**src/rtl/sdram_pkg.sv**
```systemverilog
// sdram_pkg: SDRAM command encodings, init sequencer states and timing helpers
package sdram_pkg;
  localparam logic [3:0] CMD_NOP          = 4'b0111;
  localparam logic [3:0] CMD_PRECHARGE    = 4'b0010;
  localparam logic [3:0] CMD_AUTO_REFRESH = 4'b0001;
  localparam logic [3:0] CMD_LMR          = 4'b0000;
  typedef enum logic [2:0] {
    ST_IDLE, ST_PRE, ST_TRP, ST_AR, ST_TRFC, ST_LMR, ST_TMRD, ST_DONE
  } init_state_e;
  function automatic int ns_to_clk(input int t_ns, input int period_ns);
    int n;
    n = (t_ns + period_ns - 1) / period_ns;
    return n < 1 ? 1 : n;
  endfunction
  function automatic int max_int(input int a, input int b);
    return a > b ? a : b;
  endfunction
endpackage

```
**src/rtl/sdram_wait_timer.sv**
```systemverilog
// sdram_wait_timer: clear/enable cycle counter with terminal-count compare
module sdram_wait_timer #(
  parameter int W = 8
) (
  input  logic         clk,
  input  logic         rst_n,
  input  logic         en,
  input  logic [W-1:0] lim,
  output logic         tc
);
  logic [W-1:0] cnt_q, cnt_d;
  assign tc = cnt_q == lim;
  always_comb cnt_d = en && !tc ? cnt_q + 1'b1 : '0;
  always_ff @(posedge clk or negedge rst_n)
    if (!rst_n) cnt_q <= '0;
    else cnt_q <= cnt_d;
endmodule

```
**src/rtl/sdram_init_cfg.sv**
```systemverilog
// sdram_init_cfg: parametrised SDRAM power-up/init sequencer with re-init and
// run-time mode-register reload (req/ack)
module sdram_init_cfg
  import sdram_pkg::*;
#(
  parameter int             CLK_PERIOD_NS  = 10,
  parameter int             T_POWERUP_NS   = 100000,
  parameter int             T_RP_NS        = 20,
  parameter int             T_RFC_NS       = 66,
  parameter int             T_MRD_CLK      = 2,
  parameter int             INIT_AR_NUM    = 2,
  parameter int             ADDR_W         = 13,
  parameter int             BA_W           = 2,
  parameter int             CAS_LAT        = 3,
  parameter logic [2:0]     BURST_LEN_CODE = 3'b111,
  parameter int             BURST_TYPE     = 0,
  parameter int             WRITE_BURST    = 0
) (
  input  logic              sys_clk,
  input  logic              sys_rst_n,
  input  logic              reinit_req,
  input  logic              lmr_req,
  input  logic [ADDR_W-1:0] lmr_mode,
  output logic              lmr_ack,
  output logic [3:0]        init_cmd,
  output logic [BA_W-1:0]   init_ba,
  output logic [ADDR_W-1:0] init_addr,
  output logic              init_end,
  output logic              busy
);
  localparam int N_PWR = ns_to_clk(T_POWERUP_NS, CLK_PERIOD_NS);
  localparam int N_RP  = ns_to_clk(T_RP_NS, CLK_PERIOD_NS);
  localparam int N_RFC = ns_to_clk(T_RFC_NS, CLK_PERIOD_NS);
  localparam int N_MRD = T_MRD_CLK < 1 ? 1 : T_MRD_CLK;
  localparam int W     = $clog2(max_int(max_int(N_PWR, N_RP), max_int(N_RFC, N_MRD)) + 1);
  localparam logic [ADDR_W-1:0] MODE_DEF = {{(ADDR_W-10){1'b0}}, 1'(WRITE_BURST), 2'b00,
                                            3'(CAS_LAT), 1'(BURST_TYPE), BURST_LEN_CODE};
  init_state_e       state_q, state_d;
  logic [3:0]        ar_q, ar_d;
  logic              reload_q, reload_d;
  logic [ADDR_W-1:0] mode_q, mode_d;
  logic [3:0]        cmd_q, cmd_d;
  logic [BA_W-1:0]   ba_q, ba_d;
  logic [ADDR_W-1:0] addr_q, addr_d;
  logic              end_q, end_d, busy_q, busy_d, ack_q, ack_d;
  logic              wait_en, wait_tc;
  logic [W-1:0]      wait_lim;
  sdram_wait_timer #(.W(W)) u_wait (
    .clk(sys_clk), .rst_n(sys_rst_n), .en(wait_en), .lim(wait_lim), .tc(wait_tc)
  );
  assign {lmr_ack, init_cmd, init_ba, init_addr, init_end, busy} =
         {ack_q, cmd_q, ba_q, addr_q, end_q, busy_q};
  always_comb begin
    wait_en  = state_q inside {ST_IDLE, ST_TRP, ST_TRFC, ST_TMRD};
    wait_lim = state_q == ST_IDLE ? W'(N_PWR - 1) :
               state_q == ST_TRP  ? W'(N_RP - 1)  :
               state_q == ST_TRFC ? W'(N_RFC - 1) : W'(N_MRD - 1);
    state_d  = state_q;
    ar_d     = ar_q;
    reload_d = reload_q;
    mode_d   = mode_q;
    ack_d    = 1'b0;
    case (state_q)
      ST_IDLE: if (wait_tc) state_d = ST_PRE;
      ST_PRE:  state_d = ST_TRP;
      ST_TRP:  if (wait_tc) state_d = reload_q ? ST_LMR : ST_AR;
      ST_AR: begin
        state_d = ST_TRFC;
        ar_d    = ar_q + 4'd1;
      end
      ST_TRFC: if (wait_tc) state_d = ar_q < 4'(INIT_AR_NUM) ? ST_AR : ST_LMR;
      ST_LMR:  state_d = ST_TMRD;
      ST_TMRD: if (wait_tc) state_d = ST_DONE;
      default: begin
        // a finished reload is acknowledged on the first DONE cycle; its
        // pending flag also blocks re-accepting the still-held lmr_req
        ack_d    = reload_q;
        reload_d = 1'b0;
        if (reinit_req) begin
          state_d = ST_PRE;
          ar_d    = '0;
          mode_d  = MODE_DEF;
        end else if (lmr_req && !reload_q) begin
          state_d  = ST_PRE;
          reload_d = 1'b1;
          mode_d   = lmr_mode;
        end
      end
    endcase
    cmd_d  = state_q == ST_PRE ? CMD_PRECHARGE :
             state_q == ST_AR  ? CMD_AUTO_REFRESH :
             state_q == ST_LMR ? CMD_LMR : CMD_NOP;
    ba_d   = state_q == ST_LMR ? '0 : '1;
    addr_d = state_q == ST_LMR ? mode_q : '1;
    end_d  = state_q == ST_DONE;
    busy_d = state_q != ST_DONE;
  end
  always_ff @(posedge sys_clk or negedge sys_rst_n)
    if (!sys_rst_n) begin
      state_q  <= ST_IDLE;
      ar_q     <= '0;
      reload_q <= 1'b0;
      mode_q   <= MODE_DEF;
      cmd_q    <= CMD_NOP;
      ba_q     <= '1;
      addr_q   <= '1;
      end_q    <= 1'b0;
      busy_q   <= 1'b1;
      ack_q    <= 1'b0;
    end else begin
      state_q  <= state_d;
      ar_q     <= ar_d;
      reload_q <= reload_d;
      mode_q   <= mode_d;
      cmd_q    <= cmd_d;
      ba_q     <= ba_d;
      addr_q   <= addr_d;
      end_q    <= end_d;
      busy_q   <= busy_d;
      ack_q    <= ack_d;
    end
endmodule

```
**config.mk**
```make
export PLATFORM = sky130hd
export DESIGN_NAME = sdram_init_cfg
export DESIGN_NICKNAME = d
export VERILOG_FILES = /design/src/rtl/sdram_pkg.sv /design/src/rtl/sdram_wait_timer.sv /design/src/rtl/sdram_init_cfg.sv
export SDC_FILE = /design/constraint.sdc
export NUM_CORES = 1
export LEC_CHECK = 0
export BUFFER_PORTS_ARGS = -buffer_cell sky130_fd_sc_hd__clkbuf_2
export CORE_MARGIN = 4
export CORE_UTILIZATION = 55
export CTS_CLUSTER_SIZE = 25
export DETAILED_ROUTE_END_ITERATION = 7
export GPL_TIMING_DRIVEN = 0
export PLACE_DENSITY = 0.78
export SLEW_MARGIN = 10
export SYNTH_ARGS = -nofsm -noshare
export SYNTH_HDL_FRONTEND = slang
export SYNTH_SLANG_ARGS = --single-unit
```
**constraint.sdc**
```tcl
create_clock -name sys_clk -period 3.05 [get_ports sys_clk]
set_clock_uncertainty 0.15 [all_clocks]
set_input_delay 0.1525 -clock sys_clk [delete_from_list [all_inputs] [get_ports sys_clk]]
set_output_delay 0.1525 -clock sys_clk [all_outputs]
set_load 0.005 [all_outputs]
```
# Yosys cells after proc, flatten, opt, wreduce, memory -nomap -nowiden
# Index checks and enable logic that the tools add are counted.
# classes
add_sub_neg,2
eq_ne,13
mux,25
n_lt_le_gt_ge,1
n_bitwise,2
n_reduce_logical,14
# ops
operator,n
13-bit 2-to-1 mux,3
3-bit 2-to-1 mux,13
14-bit 2-to-1 mux,2
3-bit one-hot mux with 7 select lines,1
14-bit by 1-bit adder with 14-bit output (second input constant),1
14-bit == test,1
3-bit == test (second input constant),4
9-bit nonzero test,1
2-bit by 1-bit != test with 1-bit output (second input constant),4
4-bit one-hot mux with 2 select lines,1
7-bit OR reduction,1
3-bit by 2-bit == test with 1-bit output (second input constant),2
6-bit OR reduction,1
5-bit AND reduction,1
4-bit by 1-bit adder with 4-bit output (second input constant),1
4-bit by 2-bit less-than comparator with 1-bit output (second input constant),1
4-bit 2-to-1 mux,1
2-bit AND reduction,2
2-bit nonzero test,2
4-bit nonzero test,1
3-bit by 1-bit == test with 1-bit output (second input constant),1
3-bit logical NOT,1
1-bit 2-to-1 mux,3
3-bit != test (second input constant),1
4 further kinds,7
# totals
out_inout_bits,22
in_bits,17
reg_bits,56

# Logic depth before layout (Yosys ltp)
# Gate-level depths: netlist of the first run.
# depth
depth_word,8
depth_mapped,8

# Cells and area by module
# A second synthesis of the first run with hierarchy kept.
# hier_totals
cells_unflattened,208
area_unflattened_um2,2488.6
# modules_own_cells
mod,area_per_inst_um2,instances,seq_area_each_um2,cells_each
sdram_init_cfg,1600.3,1,1054.8,124
sdram_wait_timer,888.4,1,350.3,84

# Least setup slack after synthesis of the first run
# Ideal clock, no wire load.
# synth_path
path_kind,register to register
start,register u_wait.cnt_q[9]
end,register state_q[2]
arrival_time_ns,1.756
path_stages_with_launch,7
path_buffers,1
t_required_ns,2.775
period_less_slack_ns,2.031
setup_slack_ns,1.019
cell_sequence,dfrtp_1 or4_1 nor2_1 a32o_1 a31o_2 buf_6 mux2_4
# synth_between
elab_chain_cells,3
# synth_lines
item,line,source
start: declaration,sdram_wait_timer.sv:11,"logic [W-1:0] cnt_q, cnt_d;"
start signal: assignment,sdram_wait_timer.sv:16,else cnt_q <= cnt_d;
14-bit == test (*),sdram_wait_timer.sv:12,assign tc = cnt_q == lim;
2-bit by 1-bit != test with 1-bit output (no line),-,
5-bit AND reduction (no line) (*),-,
end signal: assignment,sdram_init_cfg.sv:111,state_q <= state_d;
end: declaration,sdram_init_cfg.sv:38,"init_state_e state_q, state_d;"
# Every way passes the cells marked *; elsewhere a longest branch is shown, timed or not.
# A chain may end at the register's enable or synchronous reset.

# Final worst setup path of the first run
# layout_path
start,register u_wait.cnt_q[3]
end,register state_q[2]
# Same word-level chain as after synthesis.

==> key figures, run 1 <==
Status
  • Outcome: finished, final reports clean

Power
  • IR drop worst, VDD: 594 uV
  • Int Pwr: 1590 uW
  • Seq pwr share: 48.0%
  • Clock power frac: 18.8%
  • Leakage: 0.00127 uW
  • Psw: 773 uW
  • Switching Fraction: 32.8%
  • Cell Pwr Density: 840 mW/mm^2
  • Comb pwr share: 33.2%

Worst hold path
  • Worst Hold Class: input pin to register
  • Hold path startpoint: reinit_req

Clocking
  • CTS resizes: 0
  • TritonCTS clock tree: done
  • Clock sinks: 55
  • TritonCTS Buffers: 5
  • Root Driver: clkbuf_8
  • H-tree depth: 2
  • Clk_lat worst skew: 0.31 ns
  • Post-CTS setup buffer count: 0
  • Clock buffer depth: 2
  • Reg clk slew, reported paths: 0.09 ns

Timing
  • Setup TNS: 0 ns
  • Worst setup margin: 0.892 ns
  • Final Hold Vio Count: 0
  • RSZ-0062 raised after global routing: false
  • Max_slew headroom: 50.0%
  • Endpoints failing setup: 0
  • Worst-Margin Slew: 0.744 ns
  • Min Tclk post-route: 2.16 ns
  • Final slew viol count: 0
  • Fmax: 463 MHz
  • Final period util: 70.7%

Global route
  • Vias in the first global route: 1688
  • GRT overflow: 0
  • All-Layer GR Usage: 18.7%
  • Largest net degree at the start of global routing: 56
  • Initial antenna violation count: 0
  • First-pass GRT wire length: 7670 um

Drt
  • DRT iter0 DRCs: 135
  • Total wire length: 4650 um
  • DRT Pass-1 Iters: 4
  • Number of remaining DRC errors: 0
  • Routed Antenna Nets: 0
  • Vias per inst: 5.34
  • Routed WL per cell: 14.6 um
  • Via count: 1705

Final layout
  • N_diodes: 0
  • Fill count: 318
  • Fraction of layout cells with a size suffix above 1: 29.4%
  • Area grow syn2layout: 21.1%
  • Final-stage net count: 287

Yosys
  • Synth Flop Type: dfrtp_1
  • Post-synth EDFFs: 0
  • Syn nets: 230
  • Register area share after synthesis: 60.6%
  • Fraction of registers with async set/reset: 100%
  • Mapped Cells: 211
  • Syn avg cell area: 11.0 um^2
  • Post-Syn Area: 0.00232 mm^2
  • Yosys cell types: 39
  • Yosys Warn Count: 0
  • Synth Register Bits: 55

Place
  • Port buffer count: 36
  • Post-DP HPWL: 3020 um
  • Pre-CTS WS: 0.914 ns
  • Placer congestion estimate: 0.904

Setup path
  • R2r startpoint: u_wait.cnt_q[3]$_DFF_PN0_
  • Worst setup EP type: register
  • Type of origin of the critical path: register
  • Crit path kind: register to register
  • Crit path arrival time: 2.21 ns
  • Critical Path RT: 3.10 ns
  • Max FO, Critical Path: 8
  • Crit path from: u_wait.cnt_q[3]$_DFF_PN0_
  • Reg2Reg Setup Slack: 0.89 ns

Floorplan
  • Site row count: 23
  • Die area: 0.00532 mm^2
  • Placeable Area: 0.00403 mm^2
  • Initial Util: 57.6%
  • Die Y: 72.9 um
  • Die width: 72.9 um
  • I/O Pins: 39

Job
  • Max_cap viols: 0
==> metal layers <==
layer / GRT usage [%] / routed length (um)
met1: 23.2 / 2050
met2: 31.5 / 2300
met3: 4.55 / 197
met4: 7.58 / 97
met5: 0 / 0
==> cell families (layout without fill, tap and decap cells) <==
| kind of cell | count (synthesis) | after routing | share of synthesized area [%] |
|---|---|---|---|
| adder cells (fa/ha/maj) | 2 | 2 | 1.08 |
| XOR/XNOR | 13 | 13 | 4.91 |
| other | 1 | 1 | 0.162 |
| AO/OA/AOI/OAI | 30 | 30 | 8.90 |
| AND/OR/NAND/NOR | 90 | 90 | 19.2 |
| flip-flops | 55 | 55 | 60.6 |
| buffers and inverters | 18 | 76 | 4.04 |
| multiplexers | 2 | 2 | 1.13 |
==> synthesized netlist by cell type (3+ instances only) <==
library cell	n	share of area (%)
buf_2	3	0.65
clkbuf_1	5	0.81
dfstp_2	23	26
nand3_1	9	1.9
o21ai_0	10	2.2
or3_1	14	3.8
nand4_1	3	0.81
inv_1	6	0.97
dfrtp_1	32	35
xor2_1	7	2.6
a22o_1	9	3.4
xnor2_1	6	2.3
nor3_1	6	1.3
nand2_1	16	2.6
a21oi_1	3	0.65
nor2_1	28	4.5
==> timing repair <==
| item | in CTS | in global routing |
|---|---|---|
| setup endpoints to repair | 0 | 0 |
| hold endpoints to repair | 45 | 0 |
| hold buffers | 14 | 0 |
==> placed cells by master (no fill, tap or decap), types with 3 or more instances in the layout <==
cell / synthesis / final
a21oi_1: 3 / 3
a22o_1: 9 / 9
buf_2: 3 / 3
clkbuf_1: 5 / 6
clkbuf_2: 0 / 35
clkbuf_8: 0 / 5
dfrtp_1: 32 / 32
dfstp_2: 23 / 23
dlygate4sd3_1: 0 / 14
inv_1: 6 / 6
nand2_1: 16 / 16
nand3_1: 9 / 9
nand4_1: 3 / 3
nor2_1: 28 / 28
nor3_1: 6 / 6
o21ai_0: 10 / 10
or3_1: 14 / 14
xnor2_1: 6 / 6
xor2_1: 7 / 7
==> sequential cells by signal, summed over array words and instances (netlist names) <==
signal,cells
ar_q,4
busy,1
init_addr,13
init_ba,1
init_cmd,3
init_end,1
lmr_ack,1
mode_q,13
reload_q,1
state_q,3
u_wait.cnt_q,14
==> through the flow <==
stage | cell area (um^2) | utilization, % | hold slack (ns) | total power, uW | std cells
after floorplan | 2320 | - | -0.293 | 1670 | 211
after global placement | 2560 | 63.6 | 0.223 | 1880 | 297
after global routing | 2810 | 69.8 | 0.145 | 2520 | 319
after CTS | 2810 | 69.8 | 0.107 | 2380 | 319
after detailed placement | 2560 | 63.7 | 0.128 | 1920 | 297
final | 2810 | 69.8 | 0.128 | 2360 | 319
==> layout make-up <==
type	instances	area [um^2]	area share, %
clock inverters	1	7.51	0.267
inverters	6	22.5	0.801
plain buffers	12	71.3	2.54
well taps	50	62.6	2.23
repair buffers	50	323	11.5
clock buffers	7	97.6	3.47
multi-input cells	138	821	29.2
flip-flops and latches	55	1410	50.0
==> critical path, stage by stage (launching register included) <==
cell and delay [ns]:
dfrtp_1 0.47, or4_1 0.51, nor2_1 0.15, a32o_1 0.18
a31o_2 0.16, buf_6 0.13, mux2_4 0.29
==> worst paths after layout <==
path,to,cells after the start
setup / recovery,state_q[2]$_DFFE_PN0P_,6
hold / removal,mode_q[5]$_DFFE_PN1P_,3
setup reg to reg,state_q[2]$_DFFE_PN0P_,6
hold reg to reg,init_addr[12]$_DFF_PN1_,1
max in group asynchronous,reload_q$_DFFE_PN0N_,2
min in group asynchronous,mode_q[3]$_DFFE_PN0P_,2
==> power by group through the flow <==
stage          Combinational (uW)  Sequential, uW  Clock, uW
2_1_floorplan                 546            1130          0
3_3_place_gp                  746            1140          0
3_5_place_dp                  777            1150          0
4_1_cts                       793            1130        457
5_1_grt                       879            1160        485
6_report                      784            1130        444
No activity file was read; power rests on OpenSTA's default activity.
==> run 2: changes to the inputs <==
Settings changed: CORE_UTILIZATION 55 to 50, PLACE_DENSITY 0.78 to 0.75.
Clock period 3.05 ns to 1.8 ns, I/O delays scaled along.
==> key figures, run 2 (same netlist as run 1, synthesis figures left out) <==
Status
  • Outcome: finished, violations left
  • Failing checks: negative setup slack

Power
  • IR drop worst, VDD: 795 uV (+34%)
  • Leakage: 0.00135 uW (+6.6%)
  • Cell Pwr Density: 1440 mW/mm^2 (+71%)
  • Design Power: 4300 uW (+82%)

Job
  • Max_cap viols: 0 (unchanged)

Floorplan
  • Site row count: 24 (+4.3%)
  • Die width: 76.1 um (+4.3%)
  • Initial Util: 52.6% (-5.0 points)
  • I/O Pins: 39 (unchanged)
  • Placeable Area: 0.00441 mm^2 (+9.6%)
  • Die Y: 76.1 um (+4.3%)
  • Die area: 0.00579 mm^2 (+8.9%)

Global route
  • All-Layer GR Usage: 17.3% (-1.4 points)
  • GRT overflow: 0 (unchanged)
  • First-pass GRT wire length: 8340 um (+8.7%)
  • Vias in the first global route: 1763 (+4.4%)
  • Initial antenna violation count: 0 (unchanged)
  • Largest net degree at the start of global routing: 56 (unchanged)

Setup path
  • Reg2Reg Setup Slack: -0.19 ns (-1.08 ns)
  • CP Cell Sequence: or4_4 -> nor2_4 -> a32o_2 -> a31o_4 -> mux2_4
  • R2r startpoint: u_wait.cnt_q[9]$_DFF_PN0_
  • Max incr delay on CP: 0.54 ns (+0.03 ns)
  • Critical Path RT: 1.85 ns (-1.25 ns)
  • Slowest CP cell: or4_4
  • CP top delay family: simple AND/OR/NAND/NOR gates
  • Max FO, Critical Path: 5 (-3)
  • Crit path arrival time: 2.04 ns (-0.17 ns)
  • Crit path kind: register to register
  • Critical R2R Capture: state_q[2]$_DFFE_PN0P_
  • Crit path from: u_wait.cnt_q[9]$_DFF_PN0_
  • Worst r2r path cells: 5 (-1)
  • Type of origin of the critical path: register
  • Worst setup EP type: register
  • WP buf/inv: 0 (-1)

Timing
  • Max_slew headroom: 53.2% (+3.2 points)
  • Fmax: 502 MHz (+8.4%)
  • RSZ-0062 raised after global routing: true
  • Final period util: 111% (+40 points)
  • Final slew viol count: 0 (unchanged)
  • Min Tclk post-route: 1.99 ns (-0.167 ns)
  • Worst setup margin: -0.191 ns (-1.08 ns)
  • Worst-Margin Slew: 0.702 ns (-0.0425 ns)
  • Final Hold Vio Count: 0 (unchanged)
  • Endpoints failing setup: 17 (+17)

Final layout
  • Area grow syn2layout: 29.0%
  • Fraction of layout cells with a size suffix above 1: 36.8% (+7.4 points)
  • Biggest register: u_wait.cnt_q
  • N_diodes: 0 (unchanged)
  • Util after Layout: 67.8% (-2.0 points)
  • Reg area: 0.00141 mm^2 (+0.18%)
  • Design Area, Final: 0.00299 mm^2 (+6.5%)
  • Final-stage net count: 298 (+3.8%)
  • Multi-input logic area: 871 um^2 (+6.1%)
  • Fill count: 330 (+3.8%)
  • Most common cell after layout, fill and taps aside: clkbuf_2
  • Max FFs per register: 14 (unchanged)
  • Most frequent cells in the layout: clkbuf_2, dfrtp_1, nor2_1

Clocking
  • TritonCTS clock tree: done
  • TritonCTS Buffers: 5 (unchanged)
  • Clock buffer depth: 2 (unchanged)
  • Clk_lat worst skew: 0.31 ns (about the same)
  • Root Driver: clkbuf_8
  • Reg clk slew, reported paths: 0.10 ns (about the same)
  • H-tree depth: 2 (unchanged)
  • Clock sinks: 55 (unchanged)

Worst hold path
  • Hold Crit Depth: 3 (unchanged)
  • Hold endpoint: mode_q[4]$_DFFE_PN1P_
  • Hold path startpoint: reinit_req
  • Worst Hold Class: input pin to register

Place
  • Placer congestion estimate: 0.808 (-11%)
  • Post-DP Area: 0.00257 mm^2 (about the same)
  • Port buffer count: 36 (unchanged)
  • Pre-CTS WS: -0.326 ns (-1.24 ns)
  • Post-DP HPWL: 2890 um (-4.4%)

Drt
  • DRT Pass-1 Iters: 4 (unchanged)
  • Via count: 1740 (+2.1%)
  • Vias per inst: 5.24 (-1.9%)
  • Routed WL per cell: 14.1 um (-3.3%)
  • Number of remaining DRC errors: 0 (unchanged)
  • DRT iter0 DRCs: 86 (-36%)
  • Routed Antenna Nets: 0 (unchanged)
  • Total wire length: 4680 um (+0.69%)
[run 2: how the worst max path moves through the flow]
| stage | endpoint | cells past startpoint |
|---|---|---|
| final | state_q[2]$_DFFE_PN0P_ | 5 |
| after global placement | state_q[2]$_DFFE_PN0P_ | 6 |
| after global routing | u_wait.cnt_q[9]$_DFF_PN0_ | 7 |
| after CTS | state_q[2]$_DFFE_PN0P_ | 6 |
| after detailed placement | state_q[2]$_DFFE_PN0P_ | 6 |
| after floorplan | state_q[2]$_DFFE_PN0P_ | 6 |
[run 2: final cells by class]
| class | count | area share, % |
|---|---|---|
| Sequential cell | 55 | 47.0 |
| Multi-Input combinational cell | 138 | 29.1 |
| Clock buffer | 6 | 2.76 |
| Buffer | 10 | 2.30 |
| Timing Repair Buffer | 63 | 15.3 |
| Clock inverter | 2 | 0.543 |
| Tap cell | 52 | 2.17 |
| Inverter | 6 | 0.753 |
[run 2: layer usage]
layer | GRT usage, % | share of wire (%) | vias to the layer above
met5 | 0 | 0 | -
met4 | 5.42 | 1.5 | 0
met3 | 4.26 | 4.7 | 9
met2 | 28.4 | 49 | 41
met1 | 22.7 | 45 | 834
li1 | - | - | 856
[run 2: worst register-to-register path, stage by stage, from the launching register on]
cell and delay, ns:
dfrtp_1 0.41, or4_4 0.54, nor2_4 0.12, a32o_2 0.19, a31o_4 0.18, mux2_4 0.29
[run 2: where the power goes]
part           switching, uW  total [uW]  leakage, uW  internal (uW)
Sequential               232        1950     0.000662           1720
Clock                    400         714    0.0000474            315
Combinational            778        1640     0.000645            858
[run 2: repair_timing]
action	4_1_cts	5_1_grt
setup endpoints to repair	31	31
cloned	1	0
pin swaps	5	5
hold buffers	14	0
resized for setup	11	18
hold endpoints to repair	45	0
setup buffers	13	1
[run 2: stage by stage]
| stage | TNS [ns] | instances | hold WS (ns) |
|---|---|---|---|
| final | -2.54 | 332 | 0.0982 |
| after global routing | -3.64 | 332 | 0.154 |
| after CTS | -3.44 | 334 | 0.0868 |
| after detailed placement | -4.93 | 299 | 0.0654 |
| after global placement | -4.24 | 299 | 0.160 |
| after floorplan | -1.19 | 211 | -0.356 |
